## config.mk

```make
export PLATFORM = sky130hd
export DESIGN_NAME = track_scroll_renderer
export DESIGN_NICKNAME = d
export VERILOG_FILES = /design/src/rtl/track_pkg.sv /design/src/rtl/track_scroll_ctr.sv /design/src/rtl/track_scroll_renderer.sv
export SDC_FILE = /design/constraint.sdc
export NUM_CORES = 1
export LEC_CHECK = 0
export CORE_MARGIN = 4
export CORE_UTILIZATION = 40
export CTS_CLUSTER_DIAMETER = 40
export DETAILED_ROUTE_END_ITERATION = 6
export PLACE_DENSITY = 0.76
export SLEW_MARGIN = 25
export SYNTH_ARGS = -nofsm -noshare
export SYNTH_HDL_FRONTEND = slang
export SYNTH_HIERARCHICAL = 1
export SYNTH_SLANG_ARGS = --single-unit
```

## constraint.sdc

```tcl
create_clock -name clk -period 1.5 [get_ports clk]
set_input_delay 0.3 -clock clk [delete_from_list [all_inputs] [get_ports clk]]
set_output_delay 0.3 -clock clk [all_outputs]
set_load 0.01 [all_outputs]
```

## src/rtl/track_pkg.sv

```systemverilog
// Shared colour constants and region codes for the track background and the sprite mixer.
package track_pkg;

  localparam logic [11:0] GREEN      = 12'h0C0;
  localparam logic [11:0] DARK_GREEN = 12'h060;
  localparam logic [11:0] DESERT     = 12'hEEC;
  localparam logic [11:0] CLAY       = 12'hA52;
  localparam logic [11:0] GRAY       = 12'h999;
  localparam logic [11:0] WHITE      = 12'hFFF;
  localparam logic [11:0] BLACK      = 12'h000;
  localparam logic [11:0] RED        = 12'hF00;

  // Horizontal region a pixel column falls into.
  typedef enum logic [2:0] {
    VERGE,
    BORDER,
    ROAD,
    MARK,
    OUT
  } region_e;

  // Verge palette indexed by game level.
  function automatic logic [11:0] vergeColor(input logic [1:0] lvl);
    case (lvl)
      2'd0:    vergeColor = GREEN;
      2'd1:    vergeColor = DARK_GREEN;
      2'd2:    vergeColor = DESERT;
      default: vergeColor = CLAY;
    endcase
  endfunction

endpackage

```

## src/rtl/track_scroll_ctr.sv

```systemverilog
// Per-frame scroll phase and level latch for the track background.
// Both only move on frame_tick so nothing changes mid-frame.
module track_scroll_ctr
  import track_pkg::*;
#(
  parameter int DASH_PERIOD = 64
) (
  input  logic       clk,
  input  logic       reset,
  input  logic       frameTick_i,
  input  logic       pause_i,
  input  logic [3:0] speed_i,
  input  logic [1:0] level_i,
  output logic [7:0] scrollOffset_o,
  output logic [1:0] level_o
);

  localparam logic [8:0] PHASE_MASK = 9'(DASH_PERIOD - 1);

  logic [7:0] scrollOffset_q, scrollOffset_d;
  logic [1:0] level_q, level_d;
  logic [8:0] sum;

  // Advance the phase by speed modulo the dash period; level is only sampled on the tick.
  always_comb begin
    scrollOffset_d = scrollOffset_q;
    level_d        = level_q;
    sum            = {1'b0, scrollOffset_q} + {5'b0, speed_i};
    if (frameTick_i) begin
      level_d = level_i;
      if (!pause_i) begin
        scrollOffset_d = 8'(sum & PHASE_MASK);
      end
    end
  end

  // State registers; reset takes priority over a coincident frame tick.
  always_ff @(posedge clk or posedge reset) begin
    if (reset) begin
      scrollOffset_q <= '0;
      level_q        <= '0;
    end else begin
      scrollOffset_q <= scrollOffset_d;
      level_q        <= level_d;
    end
  end

  assign scrollOffset_o = scrollOffset_q;
  assign level_o        = level_q;

endmodule

```

## src/rtl/track_scroll_renderer.sv

```systemverilog
// Track background generator: verges, borders, gray road and scrolling dashed lane dividers.
// Output colour trails pix_row/pix_col by two clocks.
// Define TRACK_CURB_EN to paint the borders as a scrolling red/white curb instead of black.
module track_scroll_renderer
  import track_pkg::*;
#(
  parameter int G1_END      = 125,
  parameter int BORDER_W    = 4,
  parameter int TRACK_W     = 381,
  parameter int NUM_LANES   = 3,
  parameter int MARK_W      = 4,
  parameter int DASH_PERIOD = 64,
  parameter int DASH_LEN    = 32
) (
  input  logic        clk,
  input  logic        reset,
  input  logic [9:0]  pix_row,
  input  logic [9:0]  pix_col,
  input  logic        video_on,
  input  logic        frame_tick,
  input  logic [1:0]  level,
  input  logic [3:0]  speed,
  input  logic        pause,
  output logic [11:0] track_color_out,
  output logic [7:0]  scroll_offset
);

  localparam int TS     = G1_END + 1 + BORDER_W;
  localparam int TE     = TS + TRACK_W - 1;
  localparam int RB_END = TE + BORDER_W;
  localparam int LANE_W = TRACK_W / NUM_LANES;

  logic [1:0]  level_q;
  int          colInt;
  logic [9:0]  rowDiff;

  region_e     region_d, region_q;
  logic [7:0]  phase_d, phase_q;
  logic        visible_d, visible_q;
  logic [11:0] color_d, color_q;
`ifdef TRACK_CURB_EN
  logic        curbOdd_q;
`endif

  track_scroll_ctr #(
    .DASH_PERIOD(DASH_PERIOD)
  ) u_scroll_ctr (
    .clk           (clk),
    .reset         (reset),
    .frameTick_i   (frame_tick),
    .pause_i       (pause),
    .speed_i       (speed),
    .level_i       (level),
    .scrollOffset_o(scroll_offset),
    .level_o       (level_q)
  );

  assign colInt  = int'(pix_col);
  assign rowDiff = pix_row - {2'b00, scroll_offset};

  // Stage 1 decode: classify the column, compute dash phase, and fold blanking into one flag.
  always_comb begin
    region_d  = VERGE;
    phase_d   = 8'(rowDiff & 10'(DASH_PERIOD - 1));
    visible_d = video_on && (pix_row <= 10'd479) && (pix_col <= 10'd639);
    if (colInt > 639) begin
      region_d = OUT;
    end else if (colInt <= G1_END) begin
      region_d = VERGE;
    end else if (colInt < TS) begin
      region_d = BORDER;
    end else if (colInt <= TE) begin
      region_d = ROAD;
      for (int k = 1; k < NUM_LANES; k++) begin
        if (colInt >= TS + k * LANE_W - MARK_W / 2 &&
            colInt <= TS + k * LANE_W - MARK_W / 2 + MARK_W - 1) begin
          region_d = MARK;
        end
      end
    end else if (colInt <= RB_END) begin
      region_d = BORDER;
    end else begin
      region_d = VERGE;
    end
  end

  // Stage 1 register.
  always_ff @(posedge clk or posedge reset) begin
    if (reset) begin
      region_q  <= VERGE;
      phase_q   <= '0;
      visible_q <= 1'b0;
    end else begin
      region_q  <= region_d;
      phase_q   <= phase_d;
      visible_q <= visible_d;
    end
  end

`ifdef TRACK_CURB_EN
  // Curb stripe parity, taken from the same scrolled row so the curb moves with the dashes.
  always_ff @(posedge clk or posedge reset) begin
    if (reset) begin
      curbOdd_q <= 1'b0;
    end else begin
      curbOdd_q <= rowDiff[3];
    end
  end
`endif

  // Stage 2 colour selection with blanking taking priority over every region.
  always_comb begin
    color_d = BLACK;
    if (visible_q) begin
      case (region_q)
        VERGE:  color_d = vergeColor(level_q);
`ifdef TRACK_CURB_EN
        BORDER: color_d = curbOdd_q ? WHITE : RED;
`else
        BORDER: color_d = BLACK;
`endif
        MARK:   color_d = (phase_q < 8'(DASH_LEN)) ? WHITE : GRAY;
        ROAD:   color_d = GRAY;
        default: color_d = BLACK;
      endcase
    end
  end

  // Stage 2 register drives the output directly.
  always_ff @(posedge clk or posedge reset) begin
    if (reset) begin
      color_q <= BLACK;
    end else begin
      color_q <= color_d;
    end
  end

  assign track_color_out = color_q;

endmodule

```

==> results.tsv <==
stage	metric	value	unit
run_status	status	complete, but fails checks	
run_status	violated checks	negative setup slack	
logic_synthesis	Netlist Area Pre-Place	1395	µm²
pwr	PnR Total Power	2.722	mW
final_layout	share of the core filled with cells in the final layout	69.16	%
critical_path	Critical Path, Cell by Cell	buf_6, or4_4, or2_1, a221o_1, a222oi_1	
pwr	Sequential Power Share	29.6	%
critical_path	Crit-path slowest cell	or4_4	
sta	Post-Route Hold Slack	261.2	ps
grt	grt total ovfl	0	
sta	final hold violations	0	
die	Die Outline Area	4496	µm²
route	total routed wirelength	3.863	mm
logic_synthesis	Main synth FF type	dfrtp_1	
die	number of rows created at floorplan	21	
die	count of pins on the block boundary	51	
pwr	fraction of power consumed by combinational cells	60.1	%
run	max cap viols	0	
grt	Overall Global Routing Usage	17.57	%
cts	CTS tree	yes	
logic_synthesis	number of distinct library cell variants in the gate-level netlist after synthesis	48	
pwr	largest voltage drop on the vdd net	0.9392	mV
pwr	leakage power	1.199	nW
critical_path	endpoint class of the critical path	register	
critical_path	biggest cell delay along the critical path	520	ps
logic_synthesis	EDFF count, synth	0	
cts	clock sink count	23	
pwr	fraction of power consumed by the clock network	10.3	%
final_layout	Total Nets Final	263	
route	total number of vias	1373	
critical_path	r2r endpoint	u_scroll_ctr/scrollOffset_o[5]	
min_path	worst min-delay path class	primary input to asynchronous set/reset pin	
sta	fmax	621.7	MHz
final_layout	total of fill cells in the finished design	251	
critical_path	kind of start point of the critical path	primary input	
die	effective utilization at floorplan	41.48	%
sta	unrepaired setup endpoints after global routing	true	
critical_path	Levels on crit path	5	
final_layout	area grow syn2layout	66.73	%
critical_path	critical-path maximum fanout	2	
sta	number of setup violations in the final report	5	
final_layout	ant diodes	0	
cts	CTS Root Buffer Type	clkbuf_4	
logic_synthesis	number of synthesized register bits	23	
logic_synthesis	sequential area share after synthesis	41.26	%
logic_synthesis	fraction of registers with async set or reset after synthesis	100.0	%
die	Die Y	67.06	µm
die	die width	67.06	µm
pwr	Internal	1.736	mW
route	antenna-violating nets left	0	
route	remaining design rule violation count	0	
route	detailed-route vias per instance	5.181	
cts	TritonCTS Buffers	3	
logic_synthesis	Synth warnings	6	
critical_path	CP top delay family	simple AND/OR/NAND/NOR gates	
place	GP Congestion	0.9224	
pwr	power per standard cell area	1170	nW/µm²
grt	via count of the first global-routing pass	1410	
logic_synthesis	proportion of netlist area held by the largest area contributor	41.26	%
logic_synthesis	Gate Count Post-Synth	141	
place	pre-CTS worst setup slack	-754.8	ps
grt	largest net degree at the start of global routing	16	
die	core box area	3363	µm²
cts	clock slew seen by the registers of the worst setup and hold paths	120	ps
sta	clk_skew	3.615	ps
critical_path	required time reported for the critical path endpoint	1700	ps
critical_path	setup slack on the worst flop-to-flop path	-100	ps
route	WL/cell	14.58	µm
sta	Worst Setup Slack, final	-108.4	ps
critical_path	R2R Path Start	u_scroll_ctr/scrollOffset_o[1]	
place	detailed placer's ending HPWL	3.000	mm
critical_path	worst r2r path cells	5	
sta	final-layout setup total negative slack	-264.2	ps
logic_synthesis	per-instance average area after synthesis	9.894	µm²
cts	Clock Path Buffers	2	
cts	insertion delay of the later-clocked pin in the worst-skew pair	310	ps
grt	antenna violations before repair	0	
sta	final critical-path required period	1608	ps
critical_path	signal arrival time at the worst endpoint	1800	ps
final_layout	area taken by multi-input logic gates	877.1	µm²
sta	Slew Viols, Final	0	
sta	Final period util	107.2	%
pwr	net switching share of the total power	36.23	%
final_layout	flip-flop and latch area	575.6	µm²
place	IO Port Bufs	48	
route	Initial DRC Count	75	
logic_synthesis	dominant cell type by area after synthesis	dfrtp_1	
pwr	switching component of the power	0.9861	mW
final_layout	share of layout cells above drive strength 1	29.22	%
logic_synthesis	leading post-synthesis cells by cell area	dfrtp_1 41%, ha_1 9.9%, a21oi_1 3.6%, inv_1 3.5%, mux2_2 3.2%	
critical_path	category of the critical setup timing path	primary input to register	
grt	first-pass GRT wire length	6.016	mm
cts	hold bufs inserted after CTS	0	
cts	H-Tree Depth	1	
route	number of detailed-route iterations in the first pass	6	
critical_path	number of buffers and inverters on the critical path	1	
flip-flops by register name, summed over array words and instances, names as in the netlist:
signal / flops
track_color_out: 10
region_q: 3
u_scroll_ctr/level_o: 2
phase_q: 1
u_scroll_ctr/scrollOffset_o: 6
visible_q: 1
power groups by stage:
stage / clock [mW] / combinational, mW / sequential (mW)
3_3_place_gp: 0 / 1.20 / 0.809
6_report: 0.279 / 1.64 / 0.807
2_1_floorplan: 0 / 0.557 / 0.868
5_1_grt: 0.322 / 1.80 / 0.821
4_1_cts: 0.285 / 1.41 / 0.787
3_5_place_dp: 0 / 1.27 / 0.813
how the worst max path moves through the flow:
| stage | start | endpoint | slack, ps |
|---|---|---|---|
| after global placement | pix_col[6] | region_q[0] | -680 |
| after CTS | pix_col[2] | region_q[0] | -110 |
| after detailed placement | pix_col[6] | region_q[0] | -750 |
| final | pix_col[2] | region_q[0] | -110 |
| after floorplan | pix_col[6] | region_q[0] | -220 |
| after global routing | pix_col[2] | region_q[0] | -120 |
cells in the final DEF, fill, tap and decap left out, drive strengths merged, types with 4 or more instances in the layout:
cell type	synthesis	layout
buf	4	36
clkdlybuf4s50	0	24
inv	13	13
mux2	4	4
dlygate4sd2	0	9
ha	11	11
nor2	7	7
dlymetal6s2s	0	9
a21oi	10	10
clkbuf	4	4
dfrtp	23	23
o21ai	5	5
nand2	5	5
Yosys cell counts (all sizes together) (2+ instances only):
library cell,count
mux2i,2
nand4,3
a21o,3
xor2,2
a21oi,10
nor3,2
clkbuf,4
inv,13
nand3b,3
o211ai,2
or2,2
mux2,4
and3,3
o21ai,5
nand2,5
nand2b,3
or4,2
a211oi,3
ha,11
dfrtp,23
or3,2
buf,4
nand3,2
nor2,7
stage by stage:
step                instance area, µm²  instances
floorplan                         1410        142
global placement                  2113        256
detailed placement                2113        256
CTS                               2202        265
global route                      2326        265
finish                            2326        265
routing by layer:
metal	routed length [µm]	share of wire (%)	GRT usage, %
met4	80	2.1	8.354
met1	1461	38	18.57
met2	2122	55	33.01
met5	0	0	0
met3	199	5.2	3.035
what timing repair did:
item                                    4_1_cts  5_1_grt
pin swaps                                    10        5
setup buffers                                 6        0
endpoints found under the setup margin       16       16
gates resized for setup                      34       26
final cells by class:
class,count,area share [%]
repair buffers,81,31.68
flip-flops and latches,23,24.74
clock inverters,1,0.2152
multi-input cells,98,37.71
well taps,46,2.474
clock buffers,3,0.9683
inverters,13,2.205
cell families (layout without fill, tap and decap cells):
kind of cell | count (synthesis) | count (layout) | synth area share (%)
mux | 6 | 6 | 4.664
xor+xnor | 3 | 3 | 1.884
flops | 23 | 23 | 41.26
compound gates | 36 | 36 | 17.67
simple gates | 39 | 39 | 16.24
other cells | 1 | 2 | 0.2688
fa+ha+maj | 12 | 12 | 11.30
buf+inv | 21 | 98 | 6.726
(Power assumes the default switching activity.)
